`config.mk`:
```
export PLATFORM = sky130hd
export DESIGN_NAME = demux1_2_stream
export DESIGN_NICKNAME = d
export VERILOG_FILES = /design/src/rtl/demux1_2_stream.sv
export SDC_FILE = /design/constraint.sdc
export NUM_CORES = 1
export LEC_CHECK = 0
export ABC_AREA = 1
export BUFFER_PORTS_ARGS = -buffer_cell sky130_fd_sc_hd__buf_2
export CAP_MARGIN = 20
export CORE_ASPECT_RATIO = 0.6
export CORE_MARGIN = 1
export CORE_UTILIZATION = 58
export CTS_CLUSTER_DIAMETER = 200
export CTS_CLUSTER_SIZE = 14
export DETAILED_ROUTE_END_ITERATION = 7
export PLACE_DENSITY = 0.8
export SLEW_MARGIN = 5
export SYNTH_ARGS = -nofsm -noshare
export SYNTH_HDL_FRONTEND = slang
export SYNTH_SLANG_ARGS = --single-unit
export TNS_END_PERCENT = 10
```
`constraint.sdc`:
```
create_clock -name clk -period 4.55 [get_ports clk]
set_input_delay 0.455 -clock clk [delete_from_list [all_inputs] [get_ports clk]]
set_output_delay 0.455 -clock clk [all_outputs]
set_load 0.05 [all_outputs]
```
`src/rtl/demux1_2_stream.sv`:
```
// Registered 1-to-2 stream demultiplexer with an independent 2-entry FIFO per output.
// Optional per-channel pop counters are enabled by defining DEMUX_CNT_EN.
module demux1_2_stream #(
  parameter int unsigned WIDTH = 8
) (
  input  logic             clk,
  input  logic             rst,
  input  logic             in_valid,
  output logic             in_ready,
  input  logic [WIDTH-1:0] in_data,
  input  logic             in_sel,
  output logic             out0_valid,
  input  logic             out0_ready,
  output logic [WIDTH-1:0] out0_data,
  output logic             out1_valid,
  input  logic             out1_ready,
  output logic [WIDTH-1:0] out1_data
`ifdef DEMUX_CNT_EN
  ,
  output logic [15:0]      out0_count,
  output logic [15:0]      out1_count
`endif
);

  localparam int unsigned NCH      = 2;
  localparam int unsigned DEPTH    = 2;
  localparam logic [1:0]  OCC_FULL = 2'd2;
  localparam logic [1:0]  OCC_NONE = 2'd0;

  logic [1:0]       occ [NCH];
  logic             wp  [NCH];
  logic             rp  [NCH];
  logic [WIDTH-1:0] mem [NCH][DEPTH];

  logic [NCH-1:0] out_rdy;
  logic [NCH-1:0] push;
  logic [NCH-1:0] pop;

  assign out_rdy = {out1_ready, out0_ready};

  // Ready looks only at registered occupancy, never at the sinks.
  assign in_ready = (in_sel ? occ[1] : occ[0]) != OCC_FULL;

  always_comb begin
    push = '0;
    pop  = '0;
    push[0] = in_valid && in_ready && !in_sel;
    push[1] = in_valid && in_ready &&  in_sel;
    for (int n = 0; n < NCH; n++) begin
      pop[n] = (occ[n] != OCC_NONE) && out_rdy[n];
    end
  end

  always_ff @(posedge clk or posedge rst) begin
    if (rst) begin
      for (int n = 0; n < NCH; n++) begin
        occ[n]    <= OCC_NONE;
        wp[n]     <= 1'b0;
        rp[n]     <= 1'b0;
        mem[n][0] <= '0;
        mem[n][1] <= '0;
      end
    end else begin
      for (int n = 0; n < NCH; n++) begin
        if (push[n]) begin
          mem[n][wp[n]] <= in_data;
          wp[n]         <= ~wp[n];
        end
        if (pop[n]) begin
          rp[n] <= ~rp[n];
        end
        case ({push[n], pop[n]})
          2'b10:   occ[n] <= occ[n] + 2'd1;
          2'b01:   occ[n] <= occ[n] - 2'd1;
          default: occ[n] <= occ[n];
        endcase
      end
    end
  end

  assign out0_valid = occ[0] != OCC_NONE;
  assign out1_valid = occ[1] != OCC_NONE;
  assign out0_data  = mem[0][rp[0]];
  assign out1_data  = mem[1][rp[1]];

`ifdef DEMUX_CNT_EN
  // Handshake counters wrap naturally at 16 bits.
  always_ff @(posedge clk or posedge rst) begin
    if (rst) begin
      out0_count <= 16'd0;
      out1_count <= 16'd0;
    end else begin
      if (pop[0]) out0_count <= out0_count + 16'd1;
      if (pop[1]) out1_count <= out1_count + 16'd1;
    end
  end
`endif

endmodule
```
Yosys cells after proc, flatten, opt, wreduce, memory -nomap -nowiden:

Index checks and enable logic that the tools add are counted.

* register bits: 40
* input port bits: 14
* output and inout port bits: 19
* word-level logic and storage cells: 60

* add/sub/neg operators: 4
* order comparisons: 6
* equal/unequal tests: 5
* mux-type cells: 15
* bitwise operators: 8
* reduce and logical (&&, ||, !) cells: 12

Operators with widths (count)
* two-way mux 8 bit: 8
* bitwise mux 16 bit: 2
* demux 8 bit (select 1 bit): 2
* greater-or-equal comparator 2 bit, second input constant: 4
* inverter 1 -> 2 bit: 4
* case mux 2 bit (2 select lines): 2
* nonzero test 2 bit: 4
* logical AND 1 bit: 7
* adder 2 x 1 -> 2 bit, second input constant: 2
* equality test 2 x 1 -> 1 bit, second input constant: 2
* equality test 2 bit, second input constant: 2
* < comparator 2 x 1 -> 1 bit, second input constant: 2
* inverter 1 bit: 4
* subtractor 2 x 1 -> 2 bit, second input constant: 2
* two-way mux 2 bit: 1
* != test 2 bit, second input constant: 1
* zero test 1 bit: 1

Longest topological paths before layout:

Gate-level depths: netlist (run 1).

* depth after elaboration: 6
* mapped depth: 9
* gate-level depth less buffers: 8

Least setup slack after synthesis (run 1):

No wires, ideal clock.

* kind: register -> output
* start point: register rp[1] (netlist name)
* end point: output out0_data[0]
* data arrival time: 1813 ps
* required time: 4095 ps
* slack: 2282 ps
* cell stages (with the launch flop): 4
* buffers on the path: 2
* path through: dfrtp_1 > clkbuf_1 > clkbuf_1 > o21ai_0

* longest elaborated chain between the ends: 4

Ends and longest elaborated chain
* from (decl): line 32 `logic rp [NCH];`
* from (signal, indexed assignment): line 70 `rp[n] <= ~rp[n];`
* inverter 1 -> 2 bit (not written as such): line 83 `assign out0_data = mem[0][rp[0]];`
* two-way mux 8 bit (not written as such) (3 in a row): line 83
* to (decl): line 14 `output logic [WIDTH-1:0] out0_data,`

Every way passes these cells. The select of a mux whose other input is x is not followed.

Worst setup path after layout (run 1):

* start point: register occ[2] (netlist name)
* end point: register occ[3] (netlist name)

* longest elaborated chain between the ends: 6
* elaborated cells between the ends (all ways): 12
* those cells by class: 2 x add/sub; 3 x eq/ne; 2 x mux; 5 x reduce/logical

Ends and longest elaborated chain
* from (decl): line 30 `logic [1:0] occ [NCH];`
* from (signal, indexed assignment): line 73 `2'b10: occ[n] <= occ[n] + 2'd1;`
* from (signal, indexed assignment): line 74 `2'b01: occ[n] <= occ[n] - 2'd1;`
* from (signal, indexed assignment): line 75 `default: occ[n] <= occ[n];`
* two-way mux 2 bit: line 42 `assign in_ready = (in_sel ? occ[1] : occ[0]) != OCC_FULL;`
* != test 2 bit: line 42
* logical AND 1 bit (2 in a row): line 47 `push[0] = in_valid && in_ready && !in_sel;`
* equality test 2 x 1 -> 1 bit or equality test 2 bit (tied branches): line 72 `case ({push[n], pop[n]})`
* case mux 2 bit (2 select lines) or nonzero test 2 bit (tied branches)

Parallel ways exist; a longest one is shown, timed or not.
A chain may end at the register's enable or synchronous reset.

==> summary.txt, run 1 <==
startpoint kind of the worst setup timing path = flop
DIE AREA = 3656 um2
number of slew-limit violations in the final report = 0
Yosys warning count = 0
number of sinks driven by the clock tree = 40
count of antenna-violating nets left after detailed routing = 0
post-route minimum period = 2.200 ns
starting density of the core = 0.6466
endpoint required time on the critical path = 4.72 ns
hold-fix buffer count after cts = 0
most instantiated flip-flop cell in the synthesis netlist = dfrtp_1
Min-Delay Path Class = input pin to async pin
Rel. slew slack = 0.5299
setup fix buffers added after clock tree synthesis = 0
number of placement rows = 15
total length of routed wires = 3866 um
post-synthesis net count = 247
P&R area growth vs syn = 12.90%
main area contributors after synthesis = dfrtp_1, nand2_1, o21ai_0
Total GRT Usage = 0.2384
length of the first detailed-routing pass in iterations = 4
buffer depth of the longest clock path = 2
final setup violation count = 0
number of nets in the finished design = 278
achievable clock frequency = 454.5 MHz
post-synthesis sequential area ratio = 0.5060
number of max-capacitance violations reported = 0
cell count after synthesis = 231
vias in the first global route = 1,340
Post-Syn Area = 1978 um2
Boundary Pins = 33
Post-synth ARST share = 1.000
post-detail-place hpwl = 2688 um
TritonCTS Buffers = 5
clock tree from TritonCTS = built
depth of the CTS H-tree = 2
DR vias/cell = 5.098
start-to-end type of the worst setup path = flop to flop
slew at the pin with the worst max-slew slack = 0.7035 ns
post-cts resize count = 0
summed negative setup slack over all endpoints = 0 ns
largest incremental delay on the critical path = 0.58 ns
clk_skew = 0.004438 ns
cells traversed along the worst timing path = inv_2, nand2_1, nand4_2, ha_1, a21oi_1, o21ai_0, xor2_1
overflow left after global routing = 0
total number of vias = 1,555
clock slew at reported path FFs = 0.07 ns
status = completed
detailed-route wire length per cell = 12.68 um
proportion of layout cells with a drive suffix above 1 = 0.2243
number of flip-flops and latches in the synthesized netlist = 40
number of DRC markers in iteration 0 = 76
Top Family by Delay on Critical Path = simple AND/OR/NAND/NOR gates
category of the worst setup path capture point = flop
RSZ-0062 raised after global routing = no
Port Buffers = 32
RD Place Congestion = 0.7843
count of flip-flops with a built-in enable after synthesis = 0
CP Data Arrival Time = 2.37 ns
critical-path cell with the highest stage delay = ha_1
largest fanout on the critical path = 20
clock insertion delay at the later pin of the skew report = 0.29 ns
share of the synthesized area in the top cell type = 0.5060
core box area = 3059 um2
n_diodes = 0
fin crit share = 0.4836
post-synth cell types = 20
synthesized area divided by synthesized cell count = 8.563 um2
Critical path buffers and inverters = 1
Post-route DRC = 0
antenna violations before repair = 0
Hold Vio Cnt, Final = 0
root buffer cell = clkbuf_8
wire length of the first global-routing pass = 6313 um
height of the die = 47.24 um
cell type contributing the most total cell area after synthesis = dfrtp_1
pin count of the biggest net entering global routing = 41
Die W = 77.40 um
synth_stat cells (4+ instances only):
cell,instances
nand2_1,77
o21bai_2,9
inv_2,4
clkbuf_1,4
o21ai_0,24
xor2_1,4
o21bai_1,7
inv_1,31
dfrtp_1,40
xnor2_1,4
o21ai_1,11
worst paths after layout:
| kind | start | endpoint | slack, ns | cells past startpoint |
|---|---|---|---|---|
| setup / recovery | occ[2] | occ[3] | 2.35 | 7 |
| hold / removal | rst | rp[0] | 0.27 | 3 |
| setup reg to reg | occ[2] | occ[3] | 2.35 | 7 |
| hold reg to reg | mem[5] | mem[5] | 0.49 | 2 |
| max in group asynchronous | rst | mem[15] | 3.94 | 3 |
| min in group clk | in_data[2] | mem[18] | 0.42 | 3 |
final cells by class:
cell class / instances / area [um2]
Sequential cell: 40 / 1001
Fill cell: 248 / 825.8
Multi-Input combinational cell: 147 / 790.8
Timing Repair Buffer: 33 / 167.7
Inverter: 35 / 131.4
Clock buffer: 8 / 90.09
Tap cell: 42 / 52.55
worst reg2reg max path: cells and delay by family, from the launching register on:
kind / cells / cell delay [ns]
and+or+nand+nor: 2 / 0.66
adders and majority gates: 1 / 0.59
DFF: 1 / 0.41
AOI/OAI and AO/OA: 2 / 0.23
xor gates and xnor gates: 1 / 0.15
buffers and inverters: 1 / 0.05
sequential cells by signal, indices dropped and copies added (netlist names):
name  flops
mem      32
occ       4
rp        2
wp        2
kinds of logic (layout without fill, tap and decap cells):
logic type | after synthesis | in the layout | synth area share
flops | 40 | 40 | 0.5060
compound gates | 53 | 53 | 0.1714
simple gates | 84 | 84 | 0.1803
buf+inv | 44 | 76 | 0.09424
fa+ha+maj | 2 | 2 | 0.01265
xor+xnor | 8 | 8 | 0.03542
metrics by stage:
| stage | util | std cells | area (um2) | hold WS, ns | setup slack (ns) |
|---|---|---|---|---|---|
| after floorplan | - | 231 | 1978 | 0.4499 | 2.282 |
| after global placement | 0.7006 | 297 | 2143 | 0.4666 | 2.309 |
| after detailed placement | 0.7006 | 297 | 2143 | 0.4730 | 2.256 |
| after CTS | 0.7301 | 305 | 2233 | 0.2907 | 2.353 |
| after global routing | 0.7301 | 305 | 2233 | 0.3200 | 2.229 |
| final | 0.7301 | 305 | 2233 | 0.2735 | 2.350 |
layout by cell type, fill, tap and decap left out:
cell	n
nand3_2	2
xnor2_1	4
nor2_4	2
o21bai_2	9
inv_2	4
ha_1	2
clkbuf_1	2
o21ai_0	24
nand4_2	1
nor2_2	2
o21bai_1	7
inv_1	31
buf_4	1
nand2_1	77
xor2_1	4
o21ai_1	11
a21oi_1	2
buf_2	32
clkbuf_8	6
dfrtp_1	40
layer usage:
| layer | vias to the layer above | global-route usage | share of wire |
|---|---|---|---|
| met1 | 729 | 0.3454 | 0.50 |
| li1 | 779 | - | - |
| met2 | 42 | 0.3575 | 0.44 |
| met4 | 0 | 0.09057 | 0.0085 |
| met3 | 5 | 0.05437 | 0.048 |
| met5 | - | 0 | 0 |
Power of run 1 is not shown: default switching activity piles up to over one toggle a cycle in this logic, so the estimate is an artifact.
==> inputs of run 2 (changes only) <==
--- a/config.mk
+++ b/config.mk
@@ -5,16 +5,16 @@
 export SDC_FILE = /design/constraint.sdc
 export NUM_CORES = 1
 export LEC_CHECK = 0
-export ABC_AREA = 1
+export ABC_AREA = 0
 export BUFFER_PORTS_ARGS = -buffer_cell sky130_fd_sc_hd__buf_2
 export CAP_MARGIN = 20
 export CORE_ASPECT_RATIO = 0.6
 export CORE_MARGIN = 1
-export CORE_UTILIZATION = 58
+export CORE_UTILIZATION = 49
 export CTS_CLUSTER_DIAMETER = 200
 export CTS_CLUSTER_SIZE = 14
 export DETAILED_ROUTE_END_ITERATION = 7
-export PLACE_DENSITY = 0.8
+export PLACE_DENSITY = 0.72
 export SLEW_MARGIN = 5
 export SYNTH_ARGS = -nofsm -noshare
 export SYNTH_HDL_FRONTEND = slang
==> constraint.sdc (replaced) <==
create_clock -name clk -period 2 [get_ports clk]
set_input_delay 0.2 -clock clk [delete_from_list [all_inputs] [get_ports clk]]
set_output_delay 0.2 -clock clk [all_outputs]
set_load 0.05 [all_outputs]
==> run 2 against run 1 <==
Flip-flop and latch count unchanged. First-iteration DRC count down 38%. Final area down 1.8%. Cell count down 32%. Via count down 31%. Clock skew up 0.0012 ns.
==> summary.txt, run 2 <==
n_diodes = 0 (unchanged)
height of the die = 49.62 um (+5.0%)
DR vias/cell = 5.193 (+1.9%)
clock slew at reported path FFs = 0.07 ns (about the same)
total number of vias = 1,075 (-31%)
Boundary Pins = 33 (unchanged)
max FFs per register = 32 (unchanged)
post-synthesis sequential area ratio = 0.5405 (+0.03453)
cell count along the critical path = 2 (-5)
endpoint required time on the critical path = 1.80 ns (-2.92 ns)
top flop regs = mem: 32 flops, occ: 4 flops
start-to-end type of the worst setup path = flop to output pin
detailed-route wire length per cell = 16.67 um (+32%)
number of placement rows = 16 (+1)
Worst setup endpoint = out1_data[2]
depth of the CTS H-tree = 2 (unchanged)
total length of routed wires = 3451 um (-11%)
P&R area growth vs syn = 18.45%
status = completed
achievable clock frequency = 568.2 MHz
synthesized area divided by synthesized cell count = 14.93 um2 (+74%)
Crit Reg-Reg Startpoint = occ[3]
Rel. slew slack = 0.6401 (+0.1103)
category of the worst setup path capture point = output pin
worst r2r path cells = 3 (-4)
RD Place Congestion = 0.7044 (-10%)
most frequent standard cell in the layout excluding fill and tap cells = dfrtp_1
total of fill cells in the finished design = 266 (+7.3%)
wire length of the first global-routing pass = 5678 um (-10%)
proportion of layout cells with a drive suffix above 1 = 0.5370 (+0.3127)
most used standard cell by instance count after synthesis = dfrtp_1
post-synthesis net count = 140 (-43%)
count of flip-flops with a built-in enable after synthesis = 0 (unchanged)
r2r endpoint = mem[16]
post-detail-place hpwl = 2425 um (-9.8%)
number of slew-limit violations in the final report = 0 (unchanged)
main area contributors after synthesis = dfrtp_1, mux2_2, mux2_4
post-synth cell types = 23 (+15%)
slew at the pin with the worst max-slew slack = 0.5381 ns (-0.1655 ns)
overflow left after global routing = 0 (unchanged)
Hold Vio Cnt, Final = 0 (unchanged)
clk_skew = 0.005642 ns (+0.001204 ns)
count of antenna-violating nets left after detailed routing = 0 (unchanged)
CP Data Arrival Time = 1.56 ns (-0.81 ns)
cell count after synthesis = 124 (-46%)
summed negative setup slack over all endpoints = 0 ns (unchanged)
number of nets in the finished design = 178 (-36%)
fin crit share = 0.8800
pin count of the biggest net entering global routing = 41 (unchanged)
setup fix buffers added after clock tree synthesis = 0 (unchanged)
Top Family by Delay on Critical Path = flip-flops
root buffer cell = clkbuf_8
critical-path cell with the highest stage delay = dfrtp_1
vias in the first global route = 1,112 (-17%)
Critical path buffers and inverters = 1 (unchanged)
Yosys warning count = 0 (unchanged)
length of the first detailed-routing pass in iterations = 4 (unchanged)
hold-fix buffer count after cts = 0 (unchanged)
number of flip-flops and latches in the synthesized netlist = 40 (unchanged)
antenna violations before repair = 0 (unchanged)
starting density of the core = 0.5409 (-0.1057)
setup slack of the most critical reg-to-reg path = 0.31 ns (-2.04 ns)
buffer depth of the longest clock path = 2 (unchanged)
DIE AREA = 4037 um2 (+10%)
Die W = 81.37 um (+5.1%)
RSZ-0062 raised after global routing = no
post-route minimum period = 1.760 ns
Min-Delay Path Class = input pin to async pin
startpoint kind of the worst setup timing path = flop
number of max-capacitance violations reported = 0 (unchanged)
core box area = 3423 um2 (+12%)
ranking of synthesized cells by instance count = dfrtp_1, mux2_2, mux2_1, mux2_4, xnor2_1
final setup violation count = 0 (unchanged)
number of DRC markers in iteration 0 = 47 (-38%)
largest incremental delay on the critical path = 0.67 ns (+0.09 ns)
commonest cells after routing, fill and taps aside = dfrtp_1, mux2_2, buf_2
Post-Syn Area = 1852 um2 (-6.4%)
Post-route DRC = 0 (unchanged)
cell type contributing the most total cell area after synthesis = dfrtp_1
register bank with the most flops = mem
TritonCTS Buffers = 5 (unchanged)
Total GRT Usage = 0.1999 (-0.03852)
share of the synthesized area in the top cell type = 0.5405 (+0.03453)
clock insertion delay at the later pin of the skew report = 0.28 ns (about the same)
largest fanout on the critical path = 9 (-55%)
number of sinks driven by the clock tree = 40 (unchanged)
most instantiated flip-flop cell in the synthesis netlist = dfrtp_1
Worst setup startpoint = rp[0]
cells traversed along the worst timing path = mux2_2, buf_2
clock tree from TritonCTS = built
post-cts resize count = 0 (unchanged)
Port Buffers = 32 (unchanged)
Post-synth ARST share = 1.000 (unchanged)
==> run 2: layout make-up <==
cell class / instances / area, um2 / share of cell area
inverter: 1 / 3.754 / 0.001711
clock inverter: 2 / 60.06 / 0.02738
sequential: 40 / 1001 / 0.4564
multi-input combinational: 80 / 828.3 / 0.3776
clock buffer: 5 / 68.82 / 0.03137
tap: 45 / 56.30 / 0.02567
timing repair buffer: 34 / 175.2 / 0.07986
==> run 2: per-layer routing <==
metal / GRT usage / routed length [um] / vias up
li1: - / - / 505
met1: 0.2812 / 1668 / 547
met5: 0 / 0 / -
met4: 0.05357 / 13 / 0
met2: 0.3000 / 1614 / 21
met3: 0.05926 / 155 / 2
==> run 2: worst min path at each step <==
stage / startpoint / to / depth (start not counted)
2_1_floorplan: in_data[6] / mem[14] / 1
3_3_place_gp: rst / mem[6] / 3
3_5_place_dp: rst / mem[6] / 3
4_1_cts: rst / mem[6] / 3
5_1_grt: rst / mem[6] / 3
6_report: rst / mem[6] / 3
==> run 2: tightest hold or removal path, delay by kind of cell <==
kind                   cells  cell delay [ns]
buffers and inverters      3             0.55
==> run 2: cells by family (layout without fill, tap and decap cells) <==
family          after synthesis  count (layout)  synth area share
xor+xnor                     10              10           0.04730
simple gates                 19              19           0.07567
mux                          48              48            0.3081
flops                        40              40            0.5405
buf+inv                       4              42           0.01216
fa+ha+maj                     2               2           0.01351
compound gates                1               1          0.002700
==> run 2: stage by stage <==
step | utilization | instance area [um2] | worst slack, ns | cells | hold slack (ns)
after global placement | 0.6031 | 2064 | 0.3530 | 200 | 0.3365
after CTS | 0.6407 | 2193 | 0.2612 | 207 | 0.03965
final | 0.6407 | 2193 | 0.2400 | 207 | 0.02320
after global routing | 0.6407 | 2193 | 0.1748 | 207 | 0.06846
after detailed placement | 0.6031 | 2064 | 0.2904 | 200 | 0.3498
after floorplan | - | 1852 | 0.2711 | 124 | 0.3347
Power of run 2 is left out for the same reason.
